## src/rtl/serpent_subkey_fetch.sv

```systemverilog
// Streams the 33 Serpent subkeys from the subkey memory to the round engine,
// ascending for encrypt and descending for decrypt, through a 2-entry prefetch buffer.
module serpent_subkey_fetch #(
    parameter int NUM_SUBKEYS = 33,
    parameter int ADDR_W      = 6,
    parameter int KEY_W       = 128
) (
    input  logic              i_clk,
    input  logic              i_rstn,
    input  logic              i_start,
    input  logic              i_dir,
    input  logic              i_keys_ready,
    input  logic              i_abort,
    output logic              o_mem_read_en,
    output logic [ADDR_W-1:0] o_mem_addr,
    input  logic [KEY_W-1:0]  i_mem_key,
    output logic [KEY_W-1:0]  o_subkey,
    output logic              o_subkey_valid,
    input  logic              i_subkey_ready,
    output logic [ADDR_W-1:0] o_round_idx,
    output logic              o_last,
    output logic              o_busy,
    output logic              o_done
);

    typedef enum logic [1:0] {
        ST_IDLE      = 2'd0,
        ST_WAIT_KEYS = 2'd1,
        ST_FETCH     = 2'd2,
        ST_DONE      = 2'd3
    } state_t;

    localparam logic [ADDR_W-1:0] LAST_IDX = ADDR_W'(NUM_SUBKEYS - 1);
    localparam logic [ADDR_W-1:0] NUM_C    = ADDR_W'(NUM_SUBKEYS);

    state_t             state_r;
    state_t             state_s;
    logic               dir_r;
    logic [ADDR_W-1:0]  rd_ptr_r;
    logic [ADDR_W-1:0]  issued_r;
    logic [ADDR_W-1:0]  accepted_r;
    logic               inflight_r;
    logic [1:0]         occ_r;
    logic [KEY_W-1:0]   buf0_r;
    logic [KEY_W-1:0]   buf1_r;

    logic               valid_s;
    logic               pop_s;
    logic               issue_s;
    logic               start_s;
    logic               flush_s;
    logic               last_hs_s;
    logic [2:0]         fill_s;

    // Handshake, issue and flush decisions
    always_comb begin
        valid_s   = (occ_r != 2'd0);
        pop_s     = valid_s & i_subkey_ready;
        fill_s    = {1'b0, occ_r} + {2'b00, inflight_r};
        flush_s   = i_abort && (state_r != ST_IDLE);
        start_s   = (state_r == ST_IDLE) && i_start && !i_abort;
        last_hs_s = pop_s && (accepted_r == LAST_IDX);
        // Buffer slots still free once this cycle's pop is taken into account
        issue_s   = (state_r == ST_FETCH) && !i_abort && (issued_r < NUM_C)
                    && (fill_s < (3'd2 + {2'b00, pop_s}));
    end

    // Next-state logic
    always_comb begin
        state_s = state_r;
        if (flush_s) begin
            state_s = ST_IDLE;
        end else begin
            case (state_r)
                ST_IDLE: begin
                    if (start_s) begin
                        state_s = i_keys_ready ? ST_FETCH : ST_WAIT_KEYS;
                    end else begin
                        state_s = ST_IDLE;
                    end
                end
                ST_WAIT_KEYS: begin
                    if (i_keys_ready) begin
                        state_s = ST_FETCH;
                    end else begin
                        state_s = ST_WAIT_KEYS;
                    end
                end
                ST_FETCH: begin
                    if (last_hs_s) begin
                        state_s = ST_DONE;
                    end else begin
                        state_s = ST_FETCH;
                    end
                end
                ST_DONE:  state_s = ST_IDLE;
                default:  state_s = ST_IDLE;
            endcase
        end
    end

    // State register
    always_ff @(posedge i_clk or negedge i_rstn) begin
        if (!i_rstn) begin
            state_r <= ST_IDLE;
        end else begin
            state_r <= state_s;
        end
    end

    // Direction latch, read pointer and issue/accept counters
    always_ff @(posedge i_clk or negedge i_rstn) begin
        if (!i_rstn) begin
            dir_r      <= 1'b0;
            rd_ptr_r   <= {ADDR_W{1'b0}};
            issued_r   <= {ADDR_W{1'b0}};
            accepted_r <= {ADDR_W{1'b0}};
            inflight_r <= 1'b0;
        end else if (flush_s) begin
            rd_ptr_r   <= {ADDR_W{1'b0}};
            issued_r   <= {ADDR_W{1'b0}};
            accepted_r <= {ADDR_W{1'b0}};
            inflight_r <= 1'b0;
        end else if (start_s) begin
            dir_r      <= i_dir;
            rd_ptr_r   <= i_dir ? {ADDR_W{1'b0}} : LAST_IDX;
            issued_r   <= {ADDR_W{1'b0}};
            accepted_r <= {ADDR_W{1'b0}};
            inflight_r <= 1'b0;
        end else begin
            inflight_r <= issue_s;
            if (issue_s) begin
                issued_r <= issued_r + {{(ADDR_W-1){1'b0}}, 1'b1};
                // The pointer stays on the final address so it never leaves the key range
                if (issued_r != LAST_IDX) begin
                    rd_ptr_r <= dir_r ? rd_ptr_r + {{(ADDR_W-1){1'b0}}, 1'b1}
                                      : rd_ptr_r - {{(ADDR_W-1){1'b0}}, 1'b1};
                end
            end
            if (pop_s) begin
                accepted_r <= accepted_r + {{(ADDR_W-1){1'b0}}, 1'b1};
            end
        end
    end

    // Two-entry FIFO; buf0_r is the head presented to the round engine
    always_ff @(posedge i_clk or negedge i_rstn) begin
        if (!i_rstn) begin
            occ_r  <= 2'd0;
            buf0_r <= {KEY_W{1'b0}};
            buf1_r <= {KEY_W{1'b0}};
        end else if (flush_s) begin
            occ_r  <= 2'd0;
            buf0_r <= {KEY_W{1'b0}};
            buf1_r <= {KEY_W{1'b0}};
        end else begin
            case ({inflight_r, pop_s})
                2'b10: begin
                    if (occ_r == 2'd0) begin
                        buf0_r <= i_mem_key;
                    end else begin
                        buf1_r <= i_mem_key;
                    end
                    occ_r <= occ_r + 2'd1;
                end
                2'b01: begin
                    buf0_r <= buf1_r;
                    occ_r  <= occ_r - 2'd1;
                end
                2'b11: begin
                    if (occ_r == 2'd1) begin
                        buf0_r <= i_mem_key;
                    end else begin
                        buf0_r <= buf1_r;
                        buf1_r <= i_mem_key;
                    end
                end
                default: begin
                    occ_r <= occ_r;
                end
            endcase
        end
    end

    assign o_mem_read_en  = issue_s;
    assign o_mem_addr     = issue_s ? rd_ptr_r : {ADDR_W{1'b0}};
    assign o_subkey       = buf0_r;
    assign o_subkey_valid = valid_s;
    assign o_round_idx    = valid_s ? (dir_r ? accepted_r : LAST_IDX - accepted_r)
                                    : {ADDR_W{1'b0}};
    assign o_last         = valid_s && (accepted_r == LAST_IDX);
    assign o_busy         = (state_r != ST_IDLE);
    assign o_done         = (state_r == ST_DONE);

endmodule

```

## config.mk

```make
export PLATFORM = sky130hd
export DESIGN_NAME = serpent_subkey_fetch
export DESIGN_NICKNAME = d
export VERILOG_FILES = /design/src/rtl/serpent_subkey_fetch.sv
export SDC_FILE = /design/constraint.sdc
export NUM_CORES = 1
export LEC_CHECK = 0
export BUFFER_PORTS_ARGS = -buffer_cell sky130_fd_sc_hd__clkbuf_2
export CAP_MARGIN = 20
export CORE_MARGIN = 2
export CORE_UTILIZATION = 45
export CTS_CLUSTER_DIAMETER = 150
export CTS_CLUSTER_SIZE = 16
export DETAILED_ROUTE_END_ITERATION = 8
export GPL_TIMING_DRIVEN = 0
export PLACE_DENSITY = 0.7
export SYNTH_ARGS = -nofsm -noshare
export SYNTH_HDL_FRONTEND = slang
export SYNTH_SLANG_ARGS = --single-unit
export TNS_END_PERCENT = 1
```

## constraint.sdc

```tcl
create_clock -name i_clk -period 2.88 [get_ports i_clk]
set_input_delay 0.432 -clock i_clk [delete_from_list [all_inputs] [get_ports i_clk]]
set_output_delay 0.432 -clock i_clk [all_outputs]
set_load 0.01 [all_outputs]
```

== Yosys cells after proc, flatten, opt, wreduce, memory -nomap -nowiden ==
Cells that the tools add are included.
W data, S select, Z words.

* Add/subtract/negate cells: 9
* Multipliers: 0
* Divide/modulo/power cells: 0
* $lt $le $gt $ge: 2
* Equality and inequality tests: 12
* Shift operators: 0
* Mux-type cells: 32
* Bitwise operators: 2
* Reduce and logical (&&, ||, !) cells: 23

{| class="wikitable"
|+ Operators with widths
! cell !! number
|-
| $mux W128 || 6
|-
| $pmux W128 S3 || 1
|-
| $pmux W128 S2 || 1
|-
| $mux W6 || 15
|-
| $add A6 B1 Y6 const B || 3
|-
| $reduce_bool A3 Y1 || 5
|-
| $ne A3 B3 Y1 const B || 3
|-
| $eq A2 B2 Y1 const B || 4
|-
| $logic_and A1 B1 Y1 || 8
|-
| $mux W2 || 4
|-
| $pmux W2 S4 || 1
|-
| $eq A2 B1 Y1 const B || 3
|-
| $eq A6 B6 Y1 const B || 1
|-
| $lt A6 B6 Y1 const B || 1
|-
| $ne A6 B6 Y1 const B || 1
|-
| $reduce_and A2 Y1 || 3
|-
| $sub A6 B1 Y6 const B || 1
|-
| $sub A6 B6 Y6 const A || 1
|-
| $logic_not A2 Y1 || 2
|-
| $pmux W2 S2 || 1
|-
| $reduce_bool A2 Y1 || 2
|-
| $reduce_bool A4 Y1 || 1
|-
| $add A2 B1 Y3 || 1
|-
| $add A2 B1 Y3 const A || 1
|-
| 8 further kinds || 10
|}

* Register bits: 280
* Latch bits: 0
* Memory bits (writable): 0
* Bits in read-only memories: 0
* Bits of input ports: 135
* Output and inout port bits: 145
* Logic and storage cells: 89
* Memories kept: 0

== Depth between registers and ports, before layout ==
Gate-level depths: netlist of run 1.

* Depth in word-level cells: 8
* Depth in mapped cells: 9
* Mapped depth without buffers: 7

== Least setup slack after synthesis of run 1 ==
Ideal clock, no wire load.

* Kind: register to output
* From: register occ_r[0]
* To: output o_mem_addr[0]
* Arrival time: 2.189 ns
* Data required time: 2.448 ns
* Setup slack: 0.259 ns
* Cell stages (with the launch flop): 8
* Path buffers: 2
* Cell sequence: dfrtp_1 inv_1 ha_1 buf_6 or3b_2 a221oi_4 clkbuf_1 and2_1

* Word-level cells in the longest chain between the ends: 6
* Elaborated cells between the ends (all ways): 7
* Those cells by class: 2 x add/sub; 1 x order compare; 1 x mux; 1 x bitwise; 2 x reduce/logical

{| class="wikitable"
|+ RTL lines
! what !! line !! source
|-
| start: declaration || 43 || <nowiki>logic [1:0] occ_r;</nowiki>
|-
| start signal: assignment || 164 || <nowiki>occ_r <= occ_r + 2'd1;</nowiki>
|-
| start signal: assignment || 168 || <nowiki>occ_r <= occ_r - 2'd1;</nowiki>
|-
| start signal: assignment || 179 || <nowiki>occ_r <= occ_r;</nowiki>
|-
| $reduce_bool A2 Y1 || 57 || <nowiki>valid_s = (occ_r != 2'd0);</nowiki>
|-
| $and A1 B1 Y1 || 58 || <nowiki>pop_s = valid_s & i_subkey_ready;</nowiki>
|-
| $add A2 B1 Y3 || 65 || <nowiki>&& (fill_s < (3'd2 + {2'b00, pop_s}));</nowiki>
|-
| $lt A3 B3 Y1 * || 65 ||
|-
| $logic_and A1 B1 Y1 * || 65 ||
|-
| named net o_mem_read_en || 14 || <nowiki>output logic o_mem_read_en,</nowiki>
|-
| $mux W6 * || 186 || <nowiki>assign o_mem_addr = issue_s ? rd_ptr_r : {ADDR_W{1'b0}};</nowiki>
|-
| end: declaration || 15 || <nowiki>output logic [ADDR_W-1:0] o_mem_addr,</nowiki>
|}

The timed path passes the listed nets; every way through them passes the cells marked *.

== Final worst setup path of run 1 ==
* From: register occ_r[0]
* To: output o_mem_addr[4]

* Word-level cells in the longest chain between the ends: 6
* Elaborated cells between the ends (all ways): 7
* Those cells by class: 2 x add/sub; 1 x order compare; 1 x mux; 1 x bitwise; 2 x reduce/logical

{| class="wikitable"
|+ RTL lines
! what !! line
|-
| $reduce_bool A2 Y1 || 57
|-
| $and A1 B1 Y1 || 58
|-
| $add A2 B1 Y3 || 65
|-
| $lt A3 B3 Y1 * || 65
|-
| $logic_and A1 B1 Y1 * || 65
|-
| $mux W6 * || 186
|}

Every way passes the cells marked *; elsewhere a longest branch is shown, timed or not.

==> impl.org, run 1 <==
** Timing
- For the pin with the worst max-slew slack, the measured transition is 0.9199 ns.
- In the post-route analysis, the smallest setup slack over all paths is -0.02739 ns.
- Count of pins over their slew limit :: 0
- Final period util :: 101.0%
- Static timing analysis puts the maximum clock frequency at 0.3440 GHz.
- Setup violations remaining at the end of the flow were counted as 6.
- The number of hold-slack violations in the final timing report was 0.
- On the final layout, the worst hold slack is 0.1386 ns.
- Clock skew on the completed layout was measured at 0.01758 ns.
- Headroom to the max-slew limit came out at 38.67%.
- Counting I/O delays and the setup requirement, the final critical path takes 2.907 ns.
- RSZ-0062 raised after global routing :: yes

** Clock tree
- H-tree depth :: 1
- Clock-pin slew was measured on the worst setup and hold paths at 0.07 ns.
- Number of clock sinks seen by CTS :: 280
- TritonCTS built the clock tree.
- Total clock buffers created by CTS :: 21
- CTS placed an instance of clkbuf_16 at the clock tree root.
- No sink is reached through more buffers than the 3 on the longest clock path.
- Clock latency reported for the late side of the worst-skew pair :: 0.52 ns

** Logic synthesis
- The number of nets handed over by synthesis was 1,444.
- In this run, synthesis produced a sequential element count of 280.
- Count of distinct cell types in the synthesized netlist :: 45
- Cell area after synthesis :: 12,400 um2
- For this run, the leading register cell type out of synthesis is dfrtp_1.
- Number of synthesized flops with an enable pin :: 0
- Counting flops with an async set or reset pin after synthesis yields a share of 100.0%.
- The Yosys step of the flow raised 0 warnings.
- Summing the sequential cell areas from Yosys gives 56.49% of the chip area.
- Number of cells produced by synthesis :: 1,295
- Dividing the synthesized area by the synthesized cell count gives 9.579 um2.

** Routing
- Routed vias/inst :: 5.208
- DR pass1 iterations :: 5
- Routed length per instance :: 16.40 um
- Total DRC errors in the routed layout :: 0
- Via count :: 10,130
- Initial drt markers :: 576
- Final ANT Viol Nets :: 0
- Summed over all layers, the routed wires come to 31.89 mm.

** Pwr
- The completed layout was analyzed and its total power is 13.77 mW.
- Net switching is 37.12% of the power.
- In this run, the clock network consumes 19.2% of the power.
- Flop pwr share :: 44.4%
- Summed over all cells, the static leakage comes to 7.564 nW.
- Combinational power share :: 36.4%
- Switching pwr :: 5.112 mW
- Power spread over the standard cell area amounts to 920.6 nW/um2.
- Highest ir drop seen on vdd :: 0.0005044 V
- Internal power summed over all cells :: 8.661 mW

** Setup path
- Worst endpoint data arrival time :: 2.48 ns
- Register-to-Register Path Depth :: 7
- The critical path starts at occ_r[0]$_DFFE_PN0P_.
- The startpoint identified for the worst register-to-register timing path is state_r[1]$_DFF_PN0_.
- The worst register-to-register path ends at o_subkey[31]$_DFFE_PN0P_.
- Critical Path Fanout Max :: 8
- Setup slack, reg-to-reg :: 0.23 ns
- End point of the critical path :: o_mem_addr[4]
- Type of element capturing the critical path :: primary output
- The worst setup path is of the reg2out kind.
- Crit start category :: register
- Required time of the worst setup path :: 2.45 ns

** Floorplan
- I/O pins :: 280
- The core region is 27,030 um2.
- The die is 170.0 um wide.
- Height of the die :: 170.0 um
- The floorplan has 60 rows.
- Initial Util :: 45.90%
- Die footprint :: 28,910 um2

** Hold path
- Hold Startpoint :: i_mem_key[20]
- Along the worst hold path, the cell count comes to 3.
- The worst hold path belongs to the class in2reg.

** Global routing
- GR peak layer :: met2
- Total congestion overflow :: 0
- The first global-routing pass estimated 50.80 mm of wire.
- The number of antenna violations at the first check in global routing was 0.
- Global-route track usage on met2 :: 36.11%
- Global routing consumed, over all layers together, 21.73% of the routing resources.
- Number of global-route vias before repair :: 9,839
- For met1 alone, demand over resource in global routing was 29.81%.
- For this run, global-route usage on met3 was measured as 3.837%.
- Entering global routing, the biggest net connects 113 pins.

** Place
- HPWL after detailed placement :: 22.92 mm
- The congestion estimate from routability-driven global placement came to 0.8303.
- Input and output buffers added on the ports amount to 279.

** Cells and area
- Fraction of layout cells with a size suffix above 1 :: 20.64%
- Layout fillers :: 2,482
- Area growth from synthesis to layout :: 20.62%
- Number of antenna repair diodes :: 0
- At the end of the flow, the number of nets in the layout was 1,753.

** Status
- The flow ran to the end, but the final reports show violations.
- The checks that failed: negative setup slack.

** Run
- Max-cap violations in this run came to 0.
## final cells by class
| cell class | count | area, um2 | area share (%) |
|---|---|---|---|
| Buffer | 92 | 365.4 | 2.442 |
| Clock buffer | 21 | 525.5 | 3.512 |
| Clock inverter | 2 | 17.52 | 0.1171 |
| Inverter | 11 | 41.29 | 0.2760 |
| Multi-Input combinational cell | 912 | 5041 | 33.69 |
| Sequential cell | 280 | 7007 | 46.83 |
| Tap cell | 341 | 426.7 | 2.852 |
| Timing Repair Buffer | 286 | 1538 | 10.28 |
## timing repair
item	in CTS	in global routing
endpoints found under the hold margin	55	0
hold buffers	1	0
setup buffers	4	0
pin swaps	2	4
gates resized for setup	9	22
endpoints found under the setup margin	8	41
## cells in the mapped netlist (all sizes together), types with 2 or more instances
cell	count	area, um2
a221oi	2	35.04
mux2	2	22.52
nand3	6	30.03
nand4	4	25.02
xor2	7	61.31
o21a	2	15.01
nor3	7	35.03
ha	13	162.7
a21oi	140	700.7
a21o	2	15.01
or3	3	18.77
and2	9	56.30
mux2i	130	1301
clkbuf	87	326.6
xnor2	6	52.55
nand2	393	1483
or4b	2	23.77
or2	3	18.77
nor2b	4	25.02
nor2	22	82.58
buf	5	27.52
o31a	2	17.52
o21ai	138	690.7
dfrtp	280	7007
a211oi	2	15.01
inv	11	41.29
## stage by stage
stage / util (%) / cells / setup TNS, ns / setup slack [ns] / cell area, um2
floorplan: - / 1295 / 0 / 0.2594 / 12400
global placement: 52.64 / 1915 / -1257.28 / -4.523 / 14230
detailed placement: 52.88 / 1917 / 0 / 0.008546 / 14290
CTS: 55.16 / 1945 / -0.4989 / -0.09743 / 14910
global route: 55.36 / 1945 / -1.118 / -0.1160 / 14960
finish: 55.36 / 1945 / -0.1480 / -0.02739 / 14960
## worst min-delay path by stage
stage / end
2_1_floorplan: accepted_r[0]$_DFFE_PN0P_
3_3_place_gp: o_subkey[116]$_DFFE_PN0P_
3_5_place_dp: o_subkey[109]$_DFFE_PN0P_
4_1_cts: buf1_r[25]$_DFFE_PN0P_
5_1_grt: buf1_r[90]$_DFFE_PN0P_
6_report: buf1_r[20]$_DFFE_PN0P_
## per-layer routing
metal | vias to the layer above | routed length (um)
li1 | 4943 | -
met1 | 4853 | 14370
met2 | 279 | 14970
met3 | 55 | 1843
met4 | 0 | 707
met5 | - | 0
## critical path: stages, from the launching register on
cell and delay, ns:
dfrtp_1 0.43, ha_2 0.22, ha_4 0.16, or4b_4 0.50, a221oi_4 0.22, clkbuf_8 0.20
and2_4 0.14, buf_6 0.09
## placed cells by master (no fill, tap or decap), drive strengths merged, types with 9 or more instances in the layout
| master | Yosys | final |
|---|---|---|
| nor2 | 22 | 22 |
| dfrtp | 280 | 280 |
| clkbuf | 87 | 378 |
| mux2i | 130 | 130 |
| inv | 11 | 13 |
| buf | 5 | 20 |
| and2 | 9 | 9 |
| o21ai | 138 | 138 |
| a21oi | 140 | 140 |
| ha | 13 | 13 |
| nand2 | 393 | 393 |
## cell families (layout without fill, tap and decap cells)
kind of cell	Yosys count	in the layout	synth area share, %
simple gates	459	459	14.86
buf+inv	103	412	3.187
compound gates	294	294	12.41
fa+ha+maj	14	14	1.473
xor+xnor	13	13	0.9179
mux	132	132	10.67
flops	280	280	56.49
## sequential cells by signal, indices dropped and copies added (netlist names)
name        count
o_subkey      128
state_r         2
inflight_r      1
occ_r           2
rd_ptr_r        6
issued_r        6
accepted_r      6
dir_r           1
buf1_r        128
## power groups by stage
stage,clock [mW],combinational [mW],sequential [mW]
floorplan,0,2.63,6.45
global placement,0,4.87,6.14
detailed placement,0,4.99,6.18
CTS,2.74,5.05,6.12
global route,2.89,5.59,6.30
finish,2.65,5.01,6.11
(Power assumes the default switching activity.)
==> run 2, diff against run 1 <==
CELL_PAD_IN_SITES_DETAIL_PLACEMENT = 1   (was default)
CELL_PAD_IN_SITES_GLOBAL_PLACEMENT = 2   (was default)
CORE_UTILIZATION = 33   (was 45)
PLACE_DENSITY = 0.82   (was 0.7)
==> run 2 against run 1 <==
  * The run still ends with negative setup slack left
  * Clock-buffer cell count stayed put
  * Sequential power is 0.7% higher
  * Sequential share of layout area is 0.70 points lower
  * Via count is 1.4% higher
  * Cell area is 1.5% higher
  * Critical path depth stayed put
  * Wire length is 19% higher
  * Global-route usage is 2.4 points lower
  * Clock skew is 0.0059 ns lower
  * Die area is 35% higher
  * Register-to-register slack worse by 0.11 ns
  * Final cell count is 7.0% higher
  * Largest cell class unchanged
  * Largest power group unchanged
  * Highest routed layer is now met5
==> impl.org, run 2 (synthesis gave the netlist of run 1 again) <==
** Status
- The flow ran to the end, but the final reports show violations.
- Violations in the final reports :: negative setup slack

** Hold path
- Worst hold stages :: 3 (unchanged)
- The min-delay analysis places its worst path in the category in2reg.
- Hold Startpoint :: i_mem_key[76]
- The worst hold path terminates at buf1_r[76]$_DFFE_PN0P_.

** Timing
- Tmin final :: 2.947 ns (+0.03969 ns)
- Final setup violation count :: 6 (unchanged)
- Final period util :: 102.3% (+1.4 points)
- Setup repair after global routing could not meet its margin everywhere.
- Worst rel slew slack :: 43.12% (+4.4 points)
- The final max-slew violation count came to 0 (unchanged).
- Measured slew at the worst slew-check pin :: 0.8532 ns (-0.06665 ns)
- Highest clock rate :: 0.3393 GHz (-1.3%)
- The number of hold-slack violations in the final timing report is 0 (unchanged).
- Final setup margin :: -0.06707 ns (-0.03969 ns)
- Clock Skews :: 0.01167 ns (-0.005906 ns)

** Setup path
- The worst path required time is 2.45 ns (about the same).
- Type of element capturing the critical path :: primary output
- The critical path arrival was 2.52 ns (+0.04 ns).
- STA classifies the critical path startpoint as a register.
- Register-to-Register Path Depth :: 8 (+1)
- Terminus of the critical flop-to-flop path :: o_subkey[65]$_DFFE_PN0P_
- The minimum setup slack among reg-to-reg paths came to 0.12 ns (-0.11 ns).
- Critical Path Fanout Max :: 8 (unchanged)
- Critical register-to-register path startpoint :: occ_r[0]$_DFFE_PN0P_
- The worst setup path is of the reg2out kind.

** Global routing
- GRT Resource Usage Total :: 19.32% (-2.4 points)
- Initial antenna violation count :: 5 (+5)
- Largest net degree at the start of global routing :: 95 (-16%)
- The total congestion overflow after global routing came to 0 (unchanged).
- The number of global-route vias before repair was 10,640 (+8.1%).
- The first-pass GRT wire length was 59.89 mm (+18%).

** Clock tree
- The number of buffers inserted during clock tree synthesis is 21 (unchanged).
- The clock net sink count was 280 (unchanged).
- The number of buffers on the longest clock path came to 3 (unchanged).
- Clock latency reported for the late side of the worst-skew pair :: 0.52 ns (about the same)
- The CTS clock-pin slew for the worst setup and hold paths was 0.07 ns (about the same).
- H-tree depth :: 1 (unchanged)
- TritonCTS built the clock tree.
- The tree is rooted in a clkbuf_16.

** Routing
- The total wirelength of the detailed-routed design was 37.90 mm (+19%).
- Routed length per instance :: 18.20 um (+11%)
- The total number of vias is 10,270 (+1.4%).
- Routed vias/inst :: 4.932 (-5.3%)
- The number of design rule violations left after detail routing is 0 (unchanged).
- The number of detailed-route iterations in the first pass was 4 (-1).
- Final ANT Viol Nets :: 0 (unchanged)
- Initial drt markers :: 311 (-46%)

** Place
- GPL Wtd Cong :: 0.7747 (-6.7%)
- IO buf count :: 279 (unchanged)
- The instance area at placement was 14,500 um2 (+1.5%).
- The total half-perimeter wirelength after legalization and detailed placement was 27.48 mm (+20%).

** Floorplan
- The number of placement rows came to 71 (+18%).
- The count of pins on the block boundary came to 280 (unchanged).
- The die extent in x was 197.9 um (+16%).
- Height of the die :: 197.9 um (+16%)
- Core area :: 37,310 um2 (+38%)
- The starting utilization of the core area came to 33.25% (-13 points).
- Die footprint :: 39,160 um2 (+35%)

** Cells and area
- Post-route cell area :: 15,190 um2 (+1.5%)
- The post-route core utilization was 40.71% (-15 points).
- Most frequent cells in the layout :: nand2_1, dfrtp_1, clkbuf_2
- Area growth from synthesis to layout :: 22.46%
- Most common cell after layout, fill and taps aside :: nand2_1
- The ratio of cells with drive above 1 in the final layout came to 21.06% (+0.42 points).
- Number of nets at the end of the flow :: 1,755 (+0.11%)

** Pwr
- Leakage power of the design :: 7.590 nW (+0.35%)
- Highest ir drop seen on vdd :: 0.0004182 V (-17%)
- The power density over cell area is 920.6 nW/um2 (about the same).

** Run
- The max-capacitance violation count came to 0 (unchanged).
## run 2: cell types whose count changed in the layout (fill, tap and decap cells not counted), moves of 2 or more
cell / previous run / this run
clkbuf_2: 272 / 275
diode_2: 0 / 3
buf_1: 5 / 3
clkbuf_1: 83 / 81
inv_1: 11 / 9
inv_2: 0 / 2
## run 2: how the worst max path moves through the flow
stage	startpoint	endpoint	slack, ns	cells after the start
final	occ_r[0]$_DFFE_PN0P_	o_mem_addr[5]	-0.07	7
after global routing	occ_r[0]$_DFFE_PN0P_	o_mem_addr[2]	-0.18	7
after CTS	occ_r[0]$_DFFE_PN0P_	o_mem_addr[3]	-0.13	7
after detailed placement	state_r[1]$_DFF_PN0_	o_subkey[65]$_DFFE_PN0P_	-0.23	8
after global placement	i_rstn	buf1_r[59]$_DFFE_PN0P_	-4.99	1
after floorplan	occ_r[0]$_DFFE_PN0P_	o_mem_addr[0]	0.26	7
## run 2: power breakdown
part           switching (mW)  internal (mW)  total, mW
clock network            1.40           1.30       2.69
registers               0.838           5.31       6.15
logic                    3.08           2.06       5.14
total                    5.31           8.67       14.0
## run 2: critical path, stage by stage (launching register included)
cell	delay (ns)
dfrtp_2	0.45
ha_4	0.18
ha_4	0.15
or4b_4	0.54
a221oi_4	0.24
clkbuf_8	0.21
and2_4	0.14
buf_6	0.09
## run 2: cell type report
cell class                 count  area (um2)
antenna                        3       7.507
buffer                        92       375.4
clock buffer                  21       525.5
clock inverter                 1       8.758
fill                        4411       22120
inverter                      11       41.29
multi-input combinational    912        5051
sequential                   280        7008
tap                          474       593.1
timing repair buffer         288        1580
## run 2: per-stage QoR
| stage | worst slack (ns) | setup TNS, ns | std cells | total power, mW | hold slack (ns) |
|---|---|---|---|---|---|
| 2_1_floorplan | 0.2594 | 0 | 1295 | 9.082 | 0.1364 |
| 3_3_place_gp | -4.991 | -1402.70 | 2048 | 11.21 | 0.4634 |
| 3_5_place_dp | -0.2285 | -15.36 | 2052 | 11.40 | 0.4058 |
| 4_1_cts | -0.1256 | -0.6924 | 2077 | 14.20 | 0.1051 |
| 5_1_grt | -0.1829 | -2.464 | 2082 | 15.08 | 0.1249 |
| 6_report | -0.06707 | -0.3948 | 2082 | 13.99 | 0.1376 |
## run 2: timing repair
item                                    CTS  global route
endpoints found under the setup margin  107            63
endpoints found under the hold margin    42             0
pin swaps                                 1             5
gates resized for setup                  10            31
buffers inserted                          2             2
hold buffers                              1             0
## run 2: per-layer routing
| metal | global-route usage [%] | vias up | wire length, um |
|---|---|---|---|
| li1 | - | 4935 | - |
| met1 | 26.25 | 5089 | 17380 |
| met2 | 31.94 | 188 | 17940 |
| met3 | 3.526 | 52 | 1798 |
| met4 | 4.734 | 4 | 743 |
| met5 | 0 | - | 27 |
==> run 3, diff against run 2 <==
clock period = 2.8 ns   (was 2.88 ns; I/O delays follow)
==> run 3 against run 2 <==
  * The flow still finishes with violations (negative setup slack)
  * Via count about the same
  * Die area is the same
  * Combinational power up 3%
  * First-iteration DRC count grew 2.3%
  * Critical path type unchanged
  * Register-to-register slack gained 0.07 ns
  * Largest cell class unchanged
==> impl.org, run 3 (synthesis gave the netlist of run 1 again) <==
** Global routing
- The pin count of the biggest net entering global routing came to 95 (unchanged).
- Number of global-route vias before repair :: 10,640 (unchanged)
- First-pass GRT wire length :: 59.89 mm (unchanged)
- The total congestion overflow after global routing was 0 (unchanged).
- The number of antenna violations at the first check in global routing came to 5 (unchanged).
- GRT Resource Usage Total :: 19.32% (unchanged)

** Place
- HPWL after detailed placement :: 27.48 mm (unchanged)
- The total of buffers placed on input and output ports came to 279 (unchanged).
- Placed Cells incl. Taps :: 2,052 (unchanged)
- The post-placement setup slack was -0.3085 ns (-0.08000 ns).
- The placer congestion estimate was 0.7747 (unchanged).

** Timing
- Summed negative setup slack over all endpoints :: -0.8313 ns (-0.4365 ns)
- Setup repair after global routing could not meet its margin everywhere.
- Final period util :: 104.8%
- Final setup margin :: -0.1345 ns (-0.06741 ns)
- The number of hold-slack violations in the final timing report is 0 (unchanged).
- Count of pins over their slew limit :: 0 (unchanged)
- Worst rel slew slack :: 45.90% (+2.8 points)
- Final setup violation count :: 7 (+1)
- Clock Skews :: 0.01166 ns (-0.000004800 ns)
- Highest clock rate :: 0.3408 GHz
- Subtracting the final worst setup slack from the clock period gives 2.934 ns.
- Hold WS :: 0.1260 ns (-0.01156 ns)
- Measured slew at the worst slew-check pin :: 0.8115 ns (-0.04170 ns)

** Cells and area
- The total number of nets in the final design was 1,755 (unchanged).
- Leaving out fill and tap cells, the most frequent cell in the layout is nand2_1.
- Fraction of layout cells with a size suffix above 1 :: 21.25% (+0.19 points)
- The final non-filler cell total was 2,082 (unchanged).
- In the layout the commonest cells are nand2_1, dfrtp_1, clkbuf_2.
- Area growth from synthesis to layout :: 22.44% (about the same)

** Routing
- The number of design rule violations left after detail routing is 0 (unchanged).
- DR pass1 iterations :: 4 (unchanged)
- Via count :: 10,270 (+0.0097%)
- Final ANT Viol Nets :: 0 (unchanged)
- Routed vias/inst :: 4.932 (about the same)
- Initial drt markers :: 318 (+2.3%)
- The routed wirelength normalized by instance count was 18.18 um (-0.11%).
- The total wirelength of the detailed-routed design came to 37.86 mm (-0.11%).

** Setup path
- STA classifies the critical path endpoint as a primary output.
- The most numerous cell type found on the critical path is ha_4.
- Crit start category :: register
- The critical path is of the reg2out type.
- Worst setup startpoint :: occ_r[0]$_DFFE_PN0P_
- Required time of the worst setup path :: 2.38 ns (-0.07 ns)
- The signal on the critical path passes through ha_4, ha_4, or4b_4, a221oi_4, clkbuf_8, and2_4, buf_6.
- The number of buffers and inverters on the critical path came to 2 (unchanged).
- Cell type group with the largest total delay on the critical path :: simple AND/OR/NAND/NOR gates
- The peak fanout along the critical path is 8 (unchanged).
- The critical path arrival is 2.51 ns (about the same).
- The delay of the slowest cell on the worst path was 0.54 ns (about the same).
- The slowest stage of the critical path belongs to the cell or4b_4.
- The worst register-to-register path begins at state_r[1]$_DFF_PN0_.

** Pwr
- The power density over cell area is 947.3 nW/um2 (+2.9%).
- Leakage power of the design :: 7.595 nW (about the same)
- Highest ir drop seen on vdd :: 0.0004308 V (+3.0%)

** Floorplan
- I/O pins :: 280 (unchanged)
- The area of the die was 39,160 um2 (unchanged).
- The number of placement rows is 71 (unchanged).
- The starting utilization of the core area is 33.25% (unchanged).
- The die extent in x was 197.9 um (unchanged).
- Height of the die :: 197.9 um (unchanged)
- The placeable core region came to 37,310 um2 (unchanged).

** Clock tree
- H-tree depth :: 1 (unchanged)
- The insertion delay to the later sink of the worst-skew pair came to 0.51 ns (about the same).
- CTS tree :: built
- The clock net sink count was 280 (unchanged).
- The number of buffers inserted during clock tree synthesis is 21 (unchanged).
- Clock root buffer :: clkbuf_16
- The number of buffers on the longest clock path came to 3 (unchanged).
- Clock-pin slew on the worst setup and hold paths :: 0.07 ns (about the same)

** Hold path
- The path class of the tightest hold or removal check is in2reg.
- Hold Startpoint :: i_mem_key[76]

** Run
- The max-capacitance violation count came to 0 (unchanged).

** Status
- Status :: finished, violations left
- Violations in the final reports :: negative setup slack
run 3: layout make-up:
cell class | instances | area (um2)
antenna | 3 | 7.507
sequential | 280 | 7008
tap | 474 | 593.1
buffer | 92 | 372.9
clock buffer | 21 | 525.5
multi-input combinational | 912 | 5051
inverter | 11 | 41.29
fill | 4412 | 22120
clock inverter | 1 | 8.758
timing repair buffer | 288 | 1580
run 3: report_power, final:
group | internal (mW) | switching [mW] | total [mW]
Sequential | 5.46 | 0.862 | 6.32
Clock | 1.34 | 1.44 | 2.78
Combinational | 2.12 | 3.17 | 5.29
Total | 8.92 | 5.47 | 14.4
run 3: final timing paths:
| check | to | slack, ns | cells after the start |
|---|---|---|---|
| max in group asynchronous | buf1_r[59]$_DFFE_PN0P_ | 1.19 | 4 |
| hold / removal | buf1_r[76]$_DFFE_PN0P_ | 0.13 | 3 |
| min in group asynchronous | o_subkey[100]$_DFFE_PN0P_ | 0.40 | 2 |
| setup reg to reg | o_subkey[68]$_DFFE_PN0P_ | 0.19 | 8 |
| setup / recovery | o_mem_addr[5] | -0.13 | 7 |
| hold reg to reg | o_subkey[115]$_DFFE_PN0P_ | 0.48 | 2 |
run 3: routing by layer:
metal | vias to the layer above | track usage [%] | wire length, um
met5 | - | 0 | 27
met4 | 4 | 4.734 | 704
met3 | 50 | 3.526 | 1834
met2 | 189 | 31.94 | 17870
met1 | 5089 | 26.25 | 17410
li1 | 4937 | - | -
run 3: repair_timing:
action / 4_1_cts / 5_1_grt
pin swaps: 1 / 5
buffers inserted: 2 / 2
gates resized for setup: 11 / 39
setup endpoints to repair: 107 / 121
gates cloned: 0 / 0
endpoints found under the hold margin: 42 / 0
hold buffers: 1 / 0
run 3: per-stage QoR:
step                power, mW  area (um2)  util (%)
CTS                     14.60       15090     40.44
finish                  14.39       15190     40.71
detailed placement      11.73       14500     38.86
global placement        11.53       14390     38.58
floorplan               9.342       12400         -
global route            15.51       15190     40.71
run 3: worst register-to-register path, cell delays in order, from the launching register on:
cell and delay, ns:
dfrtp_1 0.43, or2_2 0.34, and2_1 0.16, clkbuf_1 0.27, nor2b_1 0.22, clkbuf_2 0.43, clkbuf_1 0.46, nand2_1 0.12
o21ai_0 0.11
